`src/rtl/ram_port_arbiter.sv`:
```
// ram_port_arbiter
//   Shares one single-port, variable-latency SRAM between an instruction-fetch
//   requester (read-only) and a data requester (read/write). A four-state grant
//   FSM (IDLE, GRANT_I, GRANT_D, RELEASE) arbitrates round-robin. While a port
//   is granted, its address/data/byte enables pass straight through to the RAM
//   until ram_busy drops. Every completion is followed by one RELEASE cycle so
//   the RAM always sees the enables fall between transactions.
//
//   Optional feature macro: RAM_ARB_TIMEOUT_EN
//     Adds a watchdog counter and the timeout_err output. If the granted access
//     stays busy for TIMEOUT cycles, the transaction is ended with error data
//     0xBAD1_BAD1 (replicated) and a one-cycle timeout_err pulse.
//
// Ports
//   CLK, nRST          clock (rising edge), asynchronous active-low reset
//   iren, iaddr        instruction read request and word address
//   irdata, ibusy      instruction read data; ibusy=0 marks completion
//   dren, dwen         data read / write request (both high = write)
//   daddr, dwdata      data word address and write data
//   dbyte_en           data byte enables
//   drdata, dbusy      data read data; dbusy=0 marks completion
//   ram_addr/wdata/byte_en/ren/wen   RAM request side
//   ram_rdata, ram_busy              RAM response side (ram_busy=0 = done)
//   timeout_err        watchdog abort pulse (RAM_ARB_TIMEOUT_EN only)

module ram_port_arbiter #(
  parameter int N_BYTES   = 4,
  parameter int ADDR_BITS = 13,
  parameter int N_BITS    = N_BYTES * 8,
  parameter int TIMEOUT   = 255
) (
  input  logic                 CLK,
  input  logic                 nRST,
  input  logic                 iren,
  input  logic [ADDR_BITS-1:0] iaddr,
  output logic [N_BITS-1:0]    irdata,
  output logic                 ibusy,
  input  logic                 dren,
  input  logic                 dwen,
  input  logic [ADDR_BITS-1:0] daddr,
  input  logic [N_BITS-1:0]    dwdata,
  input  logic [N_BYTES-1:0]   dbyte_en,
  output logic [N_BITS-1:0]    drdata,
  output logic                 dbusy,
  output logic [ADDR_BITS-1:0] ram_addr,
  output logic [N_BITS-1:0]    ram_wdata,
  output logic [N_BYTES-1:0]   ram_byte_en,
  output logic                 ram_ren,
  output logic                 ram_wen,
  input  logic [N_BITS-1:0]    ram_rdata,
  input  logic                 ram_busy
`ifdef RAM_ARB_TIMEOUT_EN
  ,
  output logic                 timeout_err
`endif
);

  typedef enum logic [1:0] {
    IDLE    = 2'd0,
    GRANT_I = 2'd1,
    GRANT_D = 2'd2,
    RELEASE = 2'd3
  } state_t;

  state_t state, state_next;
  // 1 = the data port held the most recent grant
  logic   last_grant_d, last_grant_d_next;

  logic ireq, dreq, granted_req, tmo;

  assign ireq = iren;
  assign dreq = dren | dwen;

  always_comb begin
    granted_req = 1'b0;
    if (state == GRANT_I) granted_req = ireq;
    else if (state == GRANT_D) granted_req = dreq;
  end

`ifdef RAM_ARB_TIMEOUT_EN
  localparam int CW = $clog2(TIMEOUT + 1);
  localparam logic [CW-1:0] TIMEOUT_VAL = CW'(TIMEOUT);

  logic [CW-1:0] wd_cnt;

  // Error data: 0xBAD1_BAD1 repeated over the whole word, byte by byte
  function automatic logic [N_BITS-1:0] bad_pattern();
    logic [N_BITS-1:0] p;
    p = '0;
    for (int b = 0; b < N_BYTES; b++) begin
      p[b*8 +: 8] = (b % 2 == 0) ? 8'hD1 : 8'hBA;
    end
    return p;
  endfunction

  // Counts granted cycles in which the RAM is still busy; cleared outside grants
  // so every new grant starts from zero.
  always_ff @(posedge CLK or negedge nRST) begin
    if (!nRST) begin
      wd_cnt <= '0;
    end else if (state == GRANT_I || state == GRANT_D) begin
      if (ram_busy) wd_cnt <= wd_cnt + 1'b1;
    end else begin
      wd_cnt <= '0;
    end
  end

  // A dropped request (abort) takes priority over the watchdog
  assign tmo         = granted_req && ram_busy && (wd_cnt == TIMEOUT_VAL);
  assign timeout_err = tmo;
`else
  assign tmo = 1'b0;
`endif

  always_ff @(posedge CLK or negedge nRST) begin
    if (!nRST) begin
      state        <= IDLE;
      last_grant_d <= 1'b1;
    end else begin
      state        <= state_next;
      last_grant_d <= last_grant_d_next;
    end
  end

  always_comb begin
    state_next        = state;
    last_grant_d_next = last_grant_d;
    ram_addr          = '0;
    ram_wdata         = '0;
    ram_byte_en       = '0;
    ram_ren           = 1'b0;
    ram_wen           = 1'b0;
    ibusy             = 1'b1;
    dbusy             = 1'b1;
    irdata            = '0;
    drdata            = '0;

    unique case (state)
      IDLE: begin
        // With both requesting, the port that did not hold the last grant wins
        if (ireq && (!dreq || last_grant_d)) begin
          state_next        = GRANT_I;
          last_grant_d_next = 1'b0;
        end else if (dreq) begin
          state_next        = GRANT_D;
          last_grant_d_next = 1'b1;
        end
      end

      GRANT_I: begin
        ram_addr    = iaddr;
        ram_byte_en = '1;
        irdata      = ram_rdata;
        if (!ireq) begin
          state_next = IDLE;
        end else begin
          ram_ren = 1'b1;
          if (!ram_busy || tmo) begin
            ibusy      = 1'b0;
            state_next = RELEASE;
          end
        end
`ifdef RAM_ARB_TIMEOUT_EN
        if (tmo) irdata = bad_pattern();
`endif
      end

      GRANT_D: begin
        ram_addr    = daddr;
        ram_wdata   = dwdata;
        ram_byte_en = dbyte_en;
        drdata      = ram_rdata;
        if (!dreq) begin
          state_next = IDLE;
        end else begin
          // A simultaneous read and write request is served as a write
          if (dwen) ram_wen = 1'b1;
          else      ram_ren = 1'b1;
          if (!ram_busy || tmo) begin
            dbusy      = 1'b0;
            state_next = RELEASE;
          end
        end
`ifdef RAM_ARB_TIMEOUT_EN
        if (tmo) drdata = bad_pattern();
`endif
      end

      RELEASE: begin
        state_next = IDLE;
      end

      default: begin
        state_next = IDLE;
      end
    endcase
  end

endmodule

```
`config.mk`:
```
export PLATFORM = sky130hd
export DESIGN_NAME = ram_port_arbiter
export DESIGN_NICKNAME = d
export VERILOG_FILES = /design/src/rtl/ram_port_arbiter.sv
export SDC_FILE = /design/constraint.sdc
export NUM_CORES = 1
export LEC_CHECK = 0
export BUFFER_PORTS_ARGS = -buffer_cell sky130_fd_sc_hd__buf_2
export CAP_MARGIN = 5
export CORE_AREA = 5 5 82 84
export CTS_CLUSTER_DIAMETER = 60
export DETAILED_ROUTE_END_ITERATION = 8
export DIE_AREA = 0 0 87 89
export GPL_ROUTABILITY_DRIVEN = 0
export GPL_TIMING_DRIVEN = 0
export HOLD_SLACK_MARGIN = 0.08
export SETUP_SLACK_MARGIN = 0.2
export SLEW_MARGIN = 20
export SYNTH_ARGS = -nofsm -noshare
export SYNTH_HDL_FRONTEND = slang
export SYNTH_SLANG_ARGS = --single-unit
```
`constraint.sdc`:
```
create_clock -name CLK -period 1.74 [get_ports CLK]
set_clock_uncertainty 0.2 [all_clocks]
set_input_delay 0.261 -clock CLK [delete_from_list [all_inputs] [get_ports CLK]]
set_output_delay 0.261 -clock CLK [all_outputs]
set_load 0.01 [all_outputs]
```
* After elaboration in Yosys (flattened, before gate mapping)
Cells that the tools add are included.
** Storage, ports and cells
- Flip-flop bits (word level) :: 3
- Bits of input ports :: 100
- Output and inout bits :: 117
- Logic and storage cells :: 38
** Cells by class
- Eq/ne operators :: 4
- Mux-type cells :: 25
- Bitwise gates (word level) :: 1
- Reduce and logical (&&, ||, !) cells :: 6
** Operator list (number)
- $mux W32 :: 3
- $pmux W13 S2 :: 1
- $mux W1 :: 13
- $mux W2 :: 5
- $pmux W2 S4 :: 1
- $pmux W4 S2 :: 1
- $eq A2 B2 Y1 const B :: 2
- $ne A3 B3 Y1 const B :: 1
- $eq A2 B1 Y1 const B :: 1
- $logic_not A2 Y1 :: 1
- $pmux W1 S2 :: 1
- $reduce_and A2 Y1 :: 1
- $reduce_bool A2 Y1 :: 1
- $logic_and A1 B1 Y1 :: 1
- $logic_not A1 Y1 :: 1
- $logic_or A1 B1 Y1 :: 1
- $or A1 B1 Y1 :: 1

* Logic depth before layout (Yosys ltp)
- Depth in word-level cells :: 6
- Mapped depth :: 5
- Depth with buffers taken out :: 5

* Least setup slack after synthesis
No wires, ideal clock.
- Path type :: reg-to-output
- From :: reg state[0]
- To :: out ram_ren
- Data arrival time :: 1.307 ns
- Data required time :: 1.279 ns
- Setup slack :: -0.028 ns
- Stages on the path, launching flop included :: 6
- Buffers on the path :: 1
- Cells stage by stage :: dfrtp_1 > inv_1 > ha_1 > buf_4 > nand3b_1 > a21boi_0
** On the way
- Longest elaborated chain between the ends :: 2
- Elaborated cells on any way between the ends :: 3
- Those cells by class :: 2 x eq/ne; 1 x mux
** RTL lines
- from (decl) :: RTL line 65 : state_t state, state_next;
- from (signal assigned) :: RTL line 120 : state <= state_next;
- $eq A2 B2 Y1 / $eq A2 B1 Y1 (equally long branches) :: RTL line 138 : unique case (state)
- $pmux W1 S2 (*) :: RTL line 138
- to (decl) :: RTL line 48 : output logic ram_ren,
Mark *: on every way between the ends. The rest lies on a longest branch, timed or not.

* Worst setup path after layout
- From :: reg state[1]
- To :: out ibusy
** On the way
- Longest elaborated chain between the ends :: 2
** RTL lines
- $eq A2 B1 Y1 :: RTL line 138
- $mux W1 :: RTL line 138
- to (decl) :: RTL line 37 : output logic ibusy,
Every way passes these cells.

==> results by group <==
Timing
  • Min Hold Slack: 0.128 ns
  • Setup violators final: 117
  • Achievable Freq: 0.511 GHz
  • Relative slew slack: 0.875
  • Slew @ Worst Pin: 0.188 ns
  • Period utilization: 1.12
  • RSZ-0062 raised after global routing: yes
  • Crit path time final: 1.96 ns
  • Slew Limit Fails: 0
  • Final hold vios: 0
  • Setup WS post-layout: -0.215 ns

Clock network
  • CTS max path bufs: 2
  • # H-tree levels: 1
  • Root buffer cell: clkbuf_8
  • Num Clock Sinks: 3
  • CTS tree: yes
  • Clk pin slew, worst setup/hold paths: 0.03 ns
  • Total CTS buffers: 3
  • Clock latency on the worst-skew pair: 0.21 ns

Route
  • Detail Route Antenna Nets: 0
  • Routed WL: 7210 µm
  • Vias per cell: 4.30
  • Via Count: 2085
  • Iter 0 DRT Violations: 19
  • DRT Pass-1 Iters: 4
  • Routed WL per cell: 14.9 µm
  • Drc violations: 0

Placed design
  • Post-Place Worst Slack: -0.130 ns
  • IO Port Bufs: 216
  • HPWL Detailed: 5620 µm
  • Post-Place Cells: 465

Job
  • Total of max-cap violations: 0

Floorplanning
  • Rows: 28
  • Die Y: 89 µm
  • Core box area: 0.00585 mm²
  • Die footprint: 0.00774 mm²
  • # IOs: 217
  • Die X: 87 µm
  • Starting density of the core: 0.198

Global route
  • Vias in the first global route: 1862
  • Largest net degree at the start of global routing: 11
  • Met3 usage: 0.0433
  • GRT Residual Overflow: 0
  • Met2 Use GR: 0.282
  • Gr usage total: 0.146
  • Met1 Usage GRT: 0.160
  • First-pass GRT wire length: 9140 µm
  • Grt peak-use layer: met2
  • Initial antenna violation count: 2

Power and ir drop
  • NetSw: 0.00181 W
  • Net Sw Frac: 0.426
  • Seq pwr share: 0.037
  • Power Density: 1370 mW/mm²
  • Internal: 0.00244 W
  • Clock Power Share: 0.048
  • P_leak: 1.76 nW
  • Max VDD drop: 0.000773 V
  • Comb power frac: 0.915

Worst setup path
  • Critical path launch point type: flip-flop
  • Instance count on the critical path: 6
  • Max FO, Critical Path: 6
  • CP max stage cell: dfrtp_2
  • WP buf/inv: 3
  • Worst r2r path cells: 5
  • Worst-path cell chain: inv_4 -> ha_4 -> buf_8 -> nand2_4 -> or2_4 -> buf_6
  • Crit path DAT: 1.49 ns
  • Critical Path RT: 1.28 ns
  • Crit path kind: reg -> out
  • Critical path's largest stage delay: 0.43 ns
  • Critical path endpoint category: output port
  • CP delay by family, top: flip-flops

Layout
  • Multi-input gate area: 0.00125 mm²
  • # fillers: 579
  • Post-Layout Cell Count: 485
  • FF/Latch Area: 78.8 µm²
  • Final-stage net count: 516
  • Area growth, synth to finish: 168%
  • ANT cells: 0
  • Share of layout cells above drive strength 1: 0.771
  • Fin util: 0.531

Worst hold path
  • Hold Crit Class: in -> reg
  • WHS Path Cells: 2

Synthesis
  • Synth Net Count: 279
  • Gate Count Post-Synth: 174
  • Sequential-to-total area share from yosys stat: 0.0658
  • Post-synth EDFFs: 0
  • FF+latch count, synth: 3
  • Synth unique cells: 22
  • Synth Cell Area: 0.00116 mm²
  • Ys flop type: dfrtp_1
  • FFs w/ async S/R, synth: 1.00
  • Avg Cell Area, Syn: 6.67 µm²
  • Yosys warning total: 0

Outcome
  • Failing checks: setup timing
  • Outcome: finished with violations
-- state kept, by name, summed over array words and instances, names as in the netlist --
| name | count |
|---|---|
| last_grant_d | 1 |
| state | 2 |
-- cells in the final DEF (no fill, tap or decap) --
cell type,count
a21boi_2,1
a21oi_1,3
a21oi_2,3
a22o_1,2
a22oi_1,3
a22oi_2,10
a31oi_1,1
and2_1,67
and2_4,30
buf_12,3
buf_16,1
buf_2,185
buf_4,5
buf_6,43
buf_8,2
clkbuf_1,1
clkbuf_4,5
clkbuf_8,4
dfrtp_2,2
dfstp_2,1
dlygate4sd3_1,1
ha_1,1
ha_4,4
inv_4,2
nand2_1,4
nand2_4,1
nand3b_1,2
nor2_1,1
nor2b_1,6
nor2b_2,9
nor2b_4,2
o21ai_0,2
o2bb2ai_2,1
or2_4,2
-- cell families after synthesis --
group	count (synthesis)	synth area share
fa+ha+maj	5	0.0539
compound gates	26	0.159
simple gates	124	0.661
flops	3	0.0658
buf+inv	16	0.0604
-- worst paths after layout --
check	startpoint	to	slack [ns]
worst max-delay path	state[1]	ibusy	-0.22
max in group asynchronous	nRST	last_grant_d	0.96
worst min-delay path	iren	last_grant_d	0.13
min in group asynchronous	nRST	state[0]	0.18
worst max register to register	state[1]	state[0]	0.29
worst min register to register	last_grant_d	last_grant_d	0.33
-- final cells by class --
class	count	share of cell area
sequential	3	0.0254
buffer	14	0.0495
tap	75	0.0302
inverter	2	0.00403
timing repair buffer	232	0.474
clock buffer	4	0.0145
multi-input combinational	155	0.402
-- power groups by stage --
| stage | registers, W | logic [W] | clock network, W |
|---|---|---|---|
| 2_1_floorplan | 0.000154 | 0.00185 | 0 |
| 3_3_place_gp | 0.000162 | 0.00292 | 0 |
| 3_5_place_dp | 0.000163 | 0.00295 | 0 |
| 4_1_cts | 0.000158 | 0.00336 | 0.000206 |
| 5_1_grt | 0.000165 | 0.00420 | 0.000213 |
| 6_report | 0.000157 | 0.00388 | 0.000202 |
-- worst register-to-register path, stage by stage, from the launching register on --
cell,delay (ns)
dfrtp_2,0.43
buf_12,0.14
ha_4,0.17
o21ai_0,0.08
a21oi_1,0.11
a22o_1,0.20
-- layer usage --
layer  up-vias  share of wire  routed length (µm)
met5         -         0.0037                  27
met4         4          0.011                  80
met3        12          0.097                 698
met2        99           0.55                3980
met1       940           0.34                2420
li1       1030              -                   -
-- repair_timing --
item                                    in CTS  in global routing
hold buffers                                 1                  0
endpoints found under the hold margin        3                  0
pin swaps                                    1                  1
gates cloned                                 2                  3
endpoints found under the setup margin     117                117
gates resized for setup                     30                 87
setup buffers                                6                  4
-- per-stage QoR --
stage          cell area, µm²  TNS, ns  total power [W]
2_1_floorplan            1310        0          0.00201
3_3_place_gp             2480    -4.00          0.00309
3_5_place_dp             2480    -5.00          0.00311
4_1_cts                  2740   -18.38          0.00373
5_1_grt                  3110   -25.09          0.00457
6_report                 3110   -16.18          0.00424
-- synth_stat cells (2+ instances only) --
library cell / instances / share of area
dfrtp_1: 2 / 0.043
a22oi_1: 13 / 0.084
ha_1: 5 / 0.054
clkbuf_1: 10 / 0.032
inv_1: 2 / 0.0065
buf_4: 2 / 0.013
nand3b_1: 2 / 0.013
a22o_1: 2 / 0.015
and2_1: 96 / 0.52
o21ai_0: 2 / 0.0086
nand2_1: 5 / 0.016
a21oi_1: 6 / 0.026
nor2b_1: 17 / 0.092
buf_2: 2 / 0.0086
No activity file was read; power rests on OpenSTA's default activity.
